===== config.mk =====
export PLATFORM = sky130hd
export DESIGN_NAME = axi_10g_ethernet_0_rx_arbiter
export DESIGN_NICKNAME = d
export VERILOG_FILES = /design/src/rtl/axi_10g_ethernet_0_rx_arbiter.sv
export SDC_FILE = /design/constraint.sdc
export NUM_CORES = 1
export LEC_CHECK = 0
export CAP_MARGIN = 30
export CELL_PAD_IN_SITES_DETAIL_PLACEMENT = 0
export CELL_PAD_IN_SITES_GLOBAL_PLACEMENT = 1
export CORE_MARGIN = 10
export CORE_UTILIZATION = 26
export DETAILED_ROUTE_END_ITERATION = 7
export HOLD_SLACK_MARGIN = 0.15
export PLACE_DENSITY = 0.86
export SLEW_MARGIN = 5
export SYNTH_ARGS = -nofsm -noshare
export SYNTH_HDL_FRONTEND = slang
export SYNTH_SLANG_ARGS = --single-unit
export TNS_END_PERCENT = 10

===== constraint.sdc =====
create_clock -name aclk -period 2.1 [get_ports aclk]
set_input_delay 0.42 -clock aclk [delete_from_list [all_inputs] [get_ports aclk]]
set_output_delay 0.42 -clock aclk [all_outputs]
set_load 0.02 [all_outputs]

===== src/rtl/axi_10g_ethernet_0_rx_arbiter.sv =====
// ---------------------------------------------------------------------------
// axi_10g_ethernet_0_rx_arbiter
//
// Packet-granular arbiter that shares the 64-bit RX user stream between the
// RAM replay source and the live FIFO source. One source is granted for a
// whole packet (through its tlast beat), so beats of the two sources are never
// interleaved. The user-side stream is driven from an output register, and
// both sources see full AXI-Stream backpressure through their tready.
//
// Parameters
//   ROUND_ROBIN  0: RAM always wins contention; 1: alternate winner on contention
//   CNT_W        width of the per-source packet counters (wrap modulo 2^CNT_W)
//
// Ports
//   aclk, areset              clock, synchronous active-high reset
//   rx_user_ram_*             RAM source stream (tdata/tkeep/tlast/tvalid in, tready out)
//   rx_user_fifo_*            FIFO source stream (tdata/tkeep/tlast/tvalid in, tready out)
//   rx_user_*                 registered user stream (tready in)
//   ram_pkt_cnt, fifo_pkt_cnt packets forwarded from each source
//
// Timing
//   One idle arbitration cycle precedes every packet. Inside a packet an
//   accepted source beat appears on the user port one cycle later, and beats
//   can be accepted back to back while the user keeps tready high.
// ---------------------------------------------------------------------------
module axi_10g_ethernet_0_rx_arbiter #(
  parameter int ROUND_ROBIN = 0,
  parameter int CNT_W       = 32
) (
  input  logic             aclk,
  input  logic             areset,

  input  logic [63:0]      rx_user_ram_tdata,
  input  logic [7:0]       rx_user_ram_tkeep,
  input  logic             rx_user_ram_tlast,
  input  logic             rx_user_ram_tvalid,
  output logic             rx_user_ram_tready,

  input  logic [63:0]      rx_user_fifo_tdata,
  input  logic [7:0]       rx_user_fifo_tkeep,
  input  logic             rx_user_fifo_tlast,
  input  logic             rx_user_fifo_tvalid,
  output logic             rx_user_fifo_tready,

  output logic [63:0]      rx_user_tdata,
  output logic [7:0]       rx_user_tkeep,
  output logic             rx_user_tlast,
  output logic             rx_user_tvalid,
  input  logic             rx_user_tready,

  output logic [CNT_W-1:0] ram_pkt_cnt,
  output logic [CNT_W-1:0] fifo_pkt_cnt
);

  typedef enum logic [1:0] {
    ST_IDLE     = 2'd0,
    ST_GNT_RAM  = 2'd1,
    ST_GNT_FIFO = 2'd2
  } state_t;

  state_t           r_state;
  state_t           w_state_nxt;
  logic             r_last_fifo;   // 1: the most recent grant went to the FIFO source

  logic [63:0]      r_tdata;
  logic [7:0]       r_tkeep;
  logic             r_tlast;
  logic             r_tvalid;

  logic [CNT_W-1:0] r_ram_cnt;
  logic [CNT_W-1:0] r_fifo_cnt;

  logic             w_out_free;
  logic             w_ram_tready;
  logic             w_fifo_tready;
  logic             w_ram_acc;
  logic             w_fifo_acc;
  logic             w_contend_fifo;

  // The output register can take a new beat when it is empty or when its
  // current beat leaves on this edge.
  assign w_out_free = !r_tvalid || rx_user_tready;

  assign w_ram_acc  = rx_user_ram_tvalid  && w_ram_tready;
  assign w_fifo_acc = rx_user_fifo_tvalid && w_fifo_tready;

  // On contention the FIFO wins only in round-robin mode and only when the RAM
  // source took the previous grant.
  assign w_contend_fifo = (ROUND_ROBIN != 0) && !r_last_fifo;

  // -------------------------------------------------------------------------
  // FSM: state register
  // -------------------------------------------------------------------------
  // NOTE: every clocked register uses non-blocking assignments so all flops
  // sample the pre-edge values of each other, independent of block order.
  always_ff @(posedge aclk) begin
    if (areset) begin
      r_state     <= ST_IDLE;
      r_last_fifo <= 1'b1;
    end else begin
      r_state <= w_state_nxt;
      // The winner is remembered at the moment a grant is issued from IDLE.
      if (r_state == ST_IDLE && w_state_nxt == ST_GNT_RAM) begin
        r_last_fifo <= 1'b0;
      end else if (r_state == ST_IDLE && w_state_nxt == ST_GNT_FIFO) begin
        r_last_fifo <= 1'b1;
      end
    end
  end

  // -------------------------------------------------------------------------
  // FSM: next-state logic
  // -------------------------------------------------------------------------
  // NOTE: the default assignment at the top keeps this block purely
  // combinational; without it an unassigned path would infer a latch.
  always_comb begin
    w_state_nxt = r_state;
    case (r_state)
      ST_IDLE: begin
        if (rx_user_ram_tvalid && rx_user_fifo_tvalid) begin
          w_state_nxt = w_contend_fifo ? ST_GNT_FIFO : ST_GNT_RAM;
        end else if (rx_user_ram_tvalid) begin
          w_state_nxt = ST_GNT_RAM;
        end else if (rx_user_fifo_tvalid) begin
          w_state_nxt = ST_GNT_FIFO;
        end
      end
      // The grant is held through gaps in the granted stream; only an
      // accepted tlast beat releases it.
      ST_GNT_RAM: begin
        if (w_ram_acc && rx_user_ram_tlast) begin
          w_state_nxt = ST_IDLE;
        end
      end
      ST_GNT_FIFO: begin
        if (w_fifo_acc && rx_user_fifo_tlast) begin
          w_state_nxt = ST_IDLE;
        end
      end
      default: w_state_nxt = ST_IDLE;
    endcase
  end

  // -------------------------------------------------------------------------
  // FSM: output logic (source backpressure)
  // -------------------------------------------------------------------------
  // Only the granted source ever sees tready; IDLE is a closed bubble.
  always_comb begin
    w_ram_tready  = 1'b0;
    w_fifo_tready = 1'b0;
    case (r_state)
      ST_GNT_RAM:  w_ram_tready  = w_out_free;
      ST_GNT_FIFO: w_fifo_tready = w_out_free;
      default: ;
    endcase
  end

  // -------------------------------------------------------------------------
  // Output register
  // -------------------------------------------------------------------------
  // At most one accept strobe can be high because tready is only given to the
  // granted source. With no accept the held beat stays stable until the user
  // takes it, then tvalid drops.
  always_ff @(posedge aclk) begin
    if (areset) begin
      r_tdata  <= '0;
      r_tkeep  <= '0;
      r_tlast  <= 1'b0;
      r_tvalid <= 1'b0;
    end else if (w_ram_acc) begin
      r_tdata  <= rx_user_ram_tdata;
      r_tkeep  <= rx_user_ram_tkeep;
      r_tlast  <= rx_user_ram_tlast;
      r_tvalid <= 1'b1;
    end else if (w_fifo_acc) begin
      r_tdata  <= rx_user_fifo_tdata;
      r_tkeep  <= rx_user_fifo_tkeep;
      r_tlast  <= rx_user_fifo_tlast;
      r_tvalid <= 1'b1;
    end else if (rx_user_tready) begin
      r_tvalid <= 1'b0;
    end
  end

  // -------------------------------------------------------------------------
  // Packet counters: counted when the tlast beat is accepted from the source,
  // on the same edge the grant is released. They wrap naturally.
  // -------------------------------------------------------------------------
  always_ff @(posedge aclk) begin
    if (areset) begin
      r_ram_cnt  <= '0;
      r_fifo_cnt <= '0;
    end else begin
      if (w_ram_acc && rx_user_ram_tlast) begin
        r_ram_cnt <= r_ram_cnt + CNT_W'(1);
      end
      if (w_fifo_acc && rx_user_fifo_tlast) begin
        r_fifo_cnt <= r_fifo_cnt + CNT_W'(1);
      end
    end
  end

  assign rx_user_ram_tready  = w_ram_tready;
  assign rx_user_fifo_tready = w_fifo_tready;

  assign rx_user_tdata  = r_tdata;
  assign rx_user_tkeep  = r_tkeep;
  assign rx_user_tlast  = r_tlast;
  assign rx_user_tvalid = r_tvalid;

  assign ram_pkt_cnt  = r_ram_cnt;
  assign fifo_pkt_cnt = r_fifo_cnt;

endmodule


Word-level counts from Yosys, hierarchy flattened
Cells that the tools add are included.
{"block": "word_totals", "regBits": 140, "in_bits": 151, "output_inout_bits": 140, "word_cells": 42}
{"block": "op_classes", "add_sub_neg": 2, "n_eq_ne": 5, "n_mux": 17, "reduce_logical": 11}
{"operator": "$mux W64", "n": 2}
{"operator": "$add A32 B1 Y32 const B", "n": 2}
{"operator": "$mux W8", "n": 2}
{"operator": "$mux W2", "n": 5}
{"operator": "$mux W1", "n": 7}
{"operator": "$pmux W2 S3", "n": 1}
{"operator": "$logic_and A1 B1 Y1", "n": 5}
{"operator": "$ne A2 B2 Y1 const B", "n": 2}
{"operator": "$ne A4 B3 Y1 const B", "n": 1}
{"operator": "$reduce_and A3 Y1", "n": 1}
{"operator": "$reduce_bool A3 Y1", "n": 1}
{"operator": "$eq A2 B1 Y1 const B", "n": 1}
{"operator": "$eq A2 B2 Y1 const B", "n": 1}
{"operator": "$logic_not A2 Y1", "n": 1}
{"operator": "$reduce_bool A2 Y1", "n": 1}
{"operator": "$logic_not A1 Y1", "n": 1}
{"operator": "$logic_or A1 B1 Y1", "n": 1}

Logic depth before layout (Yosys ltp)
Gate-level depths: netlist (run 1).
{"block": "depth", "ltp_word": 7, "ltp_mapped": 8}

Least setup slack after synthesis (run 1)
OpenSTA, ideal clock, no wires.
{"block": "synth_path", "kind": "register -> register", "start": "register r_ram_cnt[12], in the netlist ram_pkt_cnt[12]", "end": "register r_ram_cnt[31], in the netlist ram_pkt_cnt[31]", "setup_time_ns": 0.121, "t_arrival_ns": 2.061, "t_required_ns": 1.979, "slack_ns": -0.082, "stages_incl_launch_ff": 6, "path_buffers": 0, "cell_sequence": "dfxtp_1 > nand4_2 > or4b_4 > or3_4 > nor4_2 > mux2_2"}
{"block": "synth_between", "elab_chain_len": 1}
{"item": "start: declaration", "line": "70", "source": "logic [CNT_W-1:0] r_ram_cnt;"}
{"item": "start signal: assignment", "line": "195", "source": "r_ram_cnt <= r_ram_cnt + CNT_W'(1);"}
{"item": "$add A32 B1 Y32", "line": "195"}
No other way between the ends.
A chain may end at the register's enable or synchronous reset.

Final worst setup path (run 1)
{"block": "layout_path", "start": "input rx_user_ram_tlast", "end": "register r_ram_cnt[15], in the netlist ram_pkt_cnt[15]"}
{"block": "layout_between", "elab_chain_len": 1}
{"item": "start: declaration", "line": "35", "source": "input logic rx_user_ram_tlast,"}
{"item": "$logic_and A1 B1 Y1", "line": "194", "source": "if (w_ram_acc && rx_user_ram_tlast) begin"}
No other way between the ends.

==> run summary, run 1 <==
status -> finished, violations left
failing checks -> setup timing
Root Buffer -> clkbuf_16
CTS Sinks -> 140
Synth cell types -> 35
Max Transition Viols Final -> 0
Primary FF master, synth -> dfxtp_1
critical path type -> input port to register
register area share after synthesis -> 44.1%
crit-path max FO -> 4
post-route core utilization -> 44.0%
clock skew -> 0.0123 ns
synthesized-area fraction occupied by and/or/nand/nor cells -> 32.5%
TritonCTS Buffers -> 17
Initial Util -> 26.3%
total setup buffers inserted after CTS -> 0
H-tree levels -> 4
Post-synth ARST share -> 0%
Residual DRC -> 0
Post-Syn Instances -> 791
Setup crit end kind -> register
Slew HR -> 51.2%
global-route wire length before repair -> 38800 um
vias in the first global route -> 6910
Setup violations, final -> 1
post-synthesis mux area share -> 0.708%
Routed WL -> 24900 um
Max clock buf depth -> 2
clk_lat worst skew -> 0.42 ns
CTS tree -> built
layout cells sized above 1 -> 11.7%
row count -> 57
DP HPWL -> 18300 um
Synth area leader -> dfxtp_1
Final ANT Viol Nets -> 0
design area -> 10600 um^2
LEAKAGE -> 0.00369 uW
Ys Warns -> 0
Die Y-Extent -> 176 um
gpl congestion -> 0.850
f_max -> 474 MHz
flops & latches, synth -> 140
Syn-to-layout area delta -> 67.3%
Adder-Cell Fraction of Synth Area -> 0.393%
total congestion overflow -> 0
detailed-route vias per instance -> 4.90
Worst EP required -> 2.37 ns
Port Buffers -> 290
Period minus WS final -> 2.11 ns
Overall Global Routing Usage -> 15.4%
final net count -> 1255
syn_area_per_cell -> 8.04 um^2
antenna violations before repair -> 0
pre-CTS WS -> -0.454 ns
Worst Setup Start Kind -> input port
largest net degree at the start of global routing -> 76
first drt pass iteration count -> 5
Hold Path Class -> register to register
core area -> 24200 um^2
worst-margin pin slew -> 0.733 ns
Die ar. -> 31100 um^2
Ports -> 291
RSZ-0062 raised after global routing -> yes
Hold Violations, Final -> 0
Vias -> 7051
Cell Area, Placed -> 10000 um^2
syn_nets -> 944
Hold-fix buffers, CTS -> 0
largest family of logic cells by synthesized area -> simple AND/OR/NAND/NOR gates
pwr dens -> 668 nW/um^2
Area contributors post-synth -> dfxtp_1 (44%), a311oi_1 (9.9%), nor2_1 (7.7%)
Max-cap violations -> 0
VDD IR-drop max -> 0.467 mV
post-synthesis cell area -> 6360 um^2
post-synthesis compound-gate area fraction -> 12.8%
final worst slack -> -0.00766 ns
final worst path period share -> 100%
diodes inserted -> 0
routed len/inst -> 17.3 um
worst-case reg-to-reg path depth -> 5
Reg clk slew, reported paths -> 0.06 ns
Synth Area in XOR/XNOR -> 5.65%
Synth top area share -> 44.1%
CP Data Arrival Time -> 2.38 ns
Die Width -> 176 um
initial DRC count -> 378
EDFF count, synth -> 0
worst hold stages -> 2
worst max-delay path, cell delays in order:
cell	delay [ns]
clkdlybuf4s50_1	0.58
nand4_1	0.19
or4_1	0.59
nor4_1	0.38
xnor2_1	0.16
nor2_1	0.05
logic make-up after synthesis:
| logic type | Yosys count |
|---|---|
| compound gates | 108 |
| buf+inv | 66 |
| xor+xnor | 41 |
| simple gates | 430 |
| mux | 4 |
| flops | 140 |
| fa+ha+maj | 2 |
final timing paths:
| check | startpoint | endpoint | slack [ns] |
|---|---|---|---|
| worst min-delay path | rx_user_tdata[17] | rx_user_tdata[17] | 0.48 |
| worst max register to register | ram_pkt_cnt[17] | ram_pkt_cnt[31] | 0.07 |
| worst max-delay path | rx_user_ram_tlast | ram_pkt_cnt[15] | -0.008 |
| worst min register to register | rx_user_tdata[17] | rx_user_tdata[17] | 0.48 |
metrics by stage:
stage | power [uW] | hold WS [ns] | cells | setup TNS, ns
after global placement | 4030 | 0.466 | 1407 | -27.49
after floorplan | 3350 | 0.446 | 791 | 0
after CTS | 7220 | 0.483 | 1439 | 0
final | 7120 | 0.480 | 1439 | -0.00766
after global routing | 7410 | 0.499 | 1439 | -0.272
after detailed placement | 4040 | 0.471 | 1407 | -31.83
final cells by class:
type | count | area [um^2]
Tap cell | 324 | 405
Inverter | 6 | 22.5
Clock buffer | 19 | 453
Timing Repair Buffer | 352 | 3440
Sequential cell | 140 | 2820
Fill cell | 2361 | 13500
Multi-Input combinational cell | 585 | 3350
Clock inverter | 13 | 154
Yosys cell counts (6+ instances only):
cell type,n
a21oi_1,16
a311oi_1,72
and3_1,7
buf_1,12
clkbuf_1,47
dfxtp_1,140
inv_1,6
nand2_1,106
nand3_1,93
nand4_1,30
nor2_1,130
nor2b_1,7
nor3_1,7
nor4_1,9
o21ai_0,18
or3_1,13
xnor2_1,11
xor2_1,30
registers in the layout, summed over array words and instances, names as in the netlist:
signal          flops
ram_pkt_cnt        32
r_state             2
rx_user_tvalid      1
rx_user_tkeep       8
rx_user_tlast       1
fifo_pkt_cnt       32
rx_user_tdata      64
timing repair:
item	4_1_cts	5_1_grt
setup endpoints to repair	6	15
cloned	0	0
pin swaps	0	0
gates resized for setup	3	5
cell usage in the layout (no fill, tap or decap), drive strengths merged, types with 2 or more instances in the layout:
cell type / n
clkdlybuf4s50: 286
dfxtp: 140
nor2: 130
nand2: 106
nand3: 93
a311oi: 72
buf: 64
nand4: 32
xor2: 30
clkbuf: 20
o21ai: 18
a21oi: 16
or3: 14
nor4: 13
inv: 12
xnor2: 11
and3: 8
nor2b: 7
nor3: 7
and4: 6
or4: 5
mux2: 4
clkinvlp: 4
and2: 4
nand2b: 3
a31oi: 2
ha: 2
bufinv: 2
power by group:
group | total (uW) | internal (uW) | switching [uW]
combinational | 1130 | 588 | 544
sequential | 2840 | 2780 | 66.7
clock | 3140 | 1840 | 1290
total | 7120 | 5210 | 1910
metal layers:
layer | vias to the layer above | GRT usage (%) | part of all wire (%)
li1 | 3465 | - | -
met1 | 3323 | 19.2 | 43
met2 | 241 | 24.4 | 46
met3 | 22 | 6.13 | 8.9
met4 | 0 | 3.89 | 1.4
met5 | - | 0 | 0
Note: power is estimated with default switching activity, not from simulation.
==> run 2: changes to the inputs <==
CAP_MARGIN = 5   (was 30)
==> results of run 2 <==
The final DEF is identical to that of run 1; final timing and power are the same.
==> run 3: changes to the inputs <==
CTS_CLUSTER_SIZE = 16   (was default)
==> results of run 3 <==
The final DEF is identical to that of run 1; final timing and power are the same.
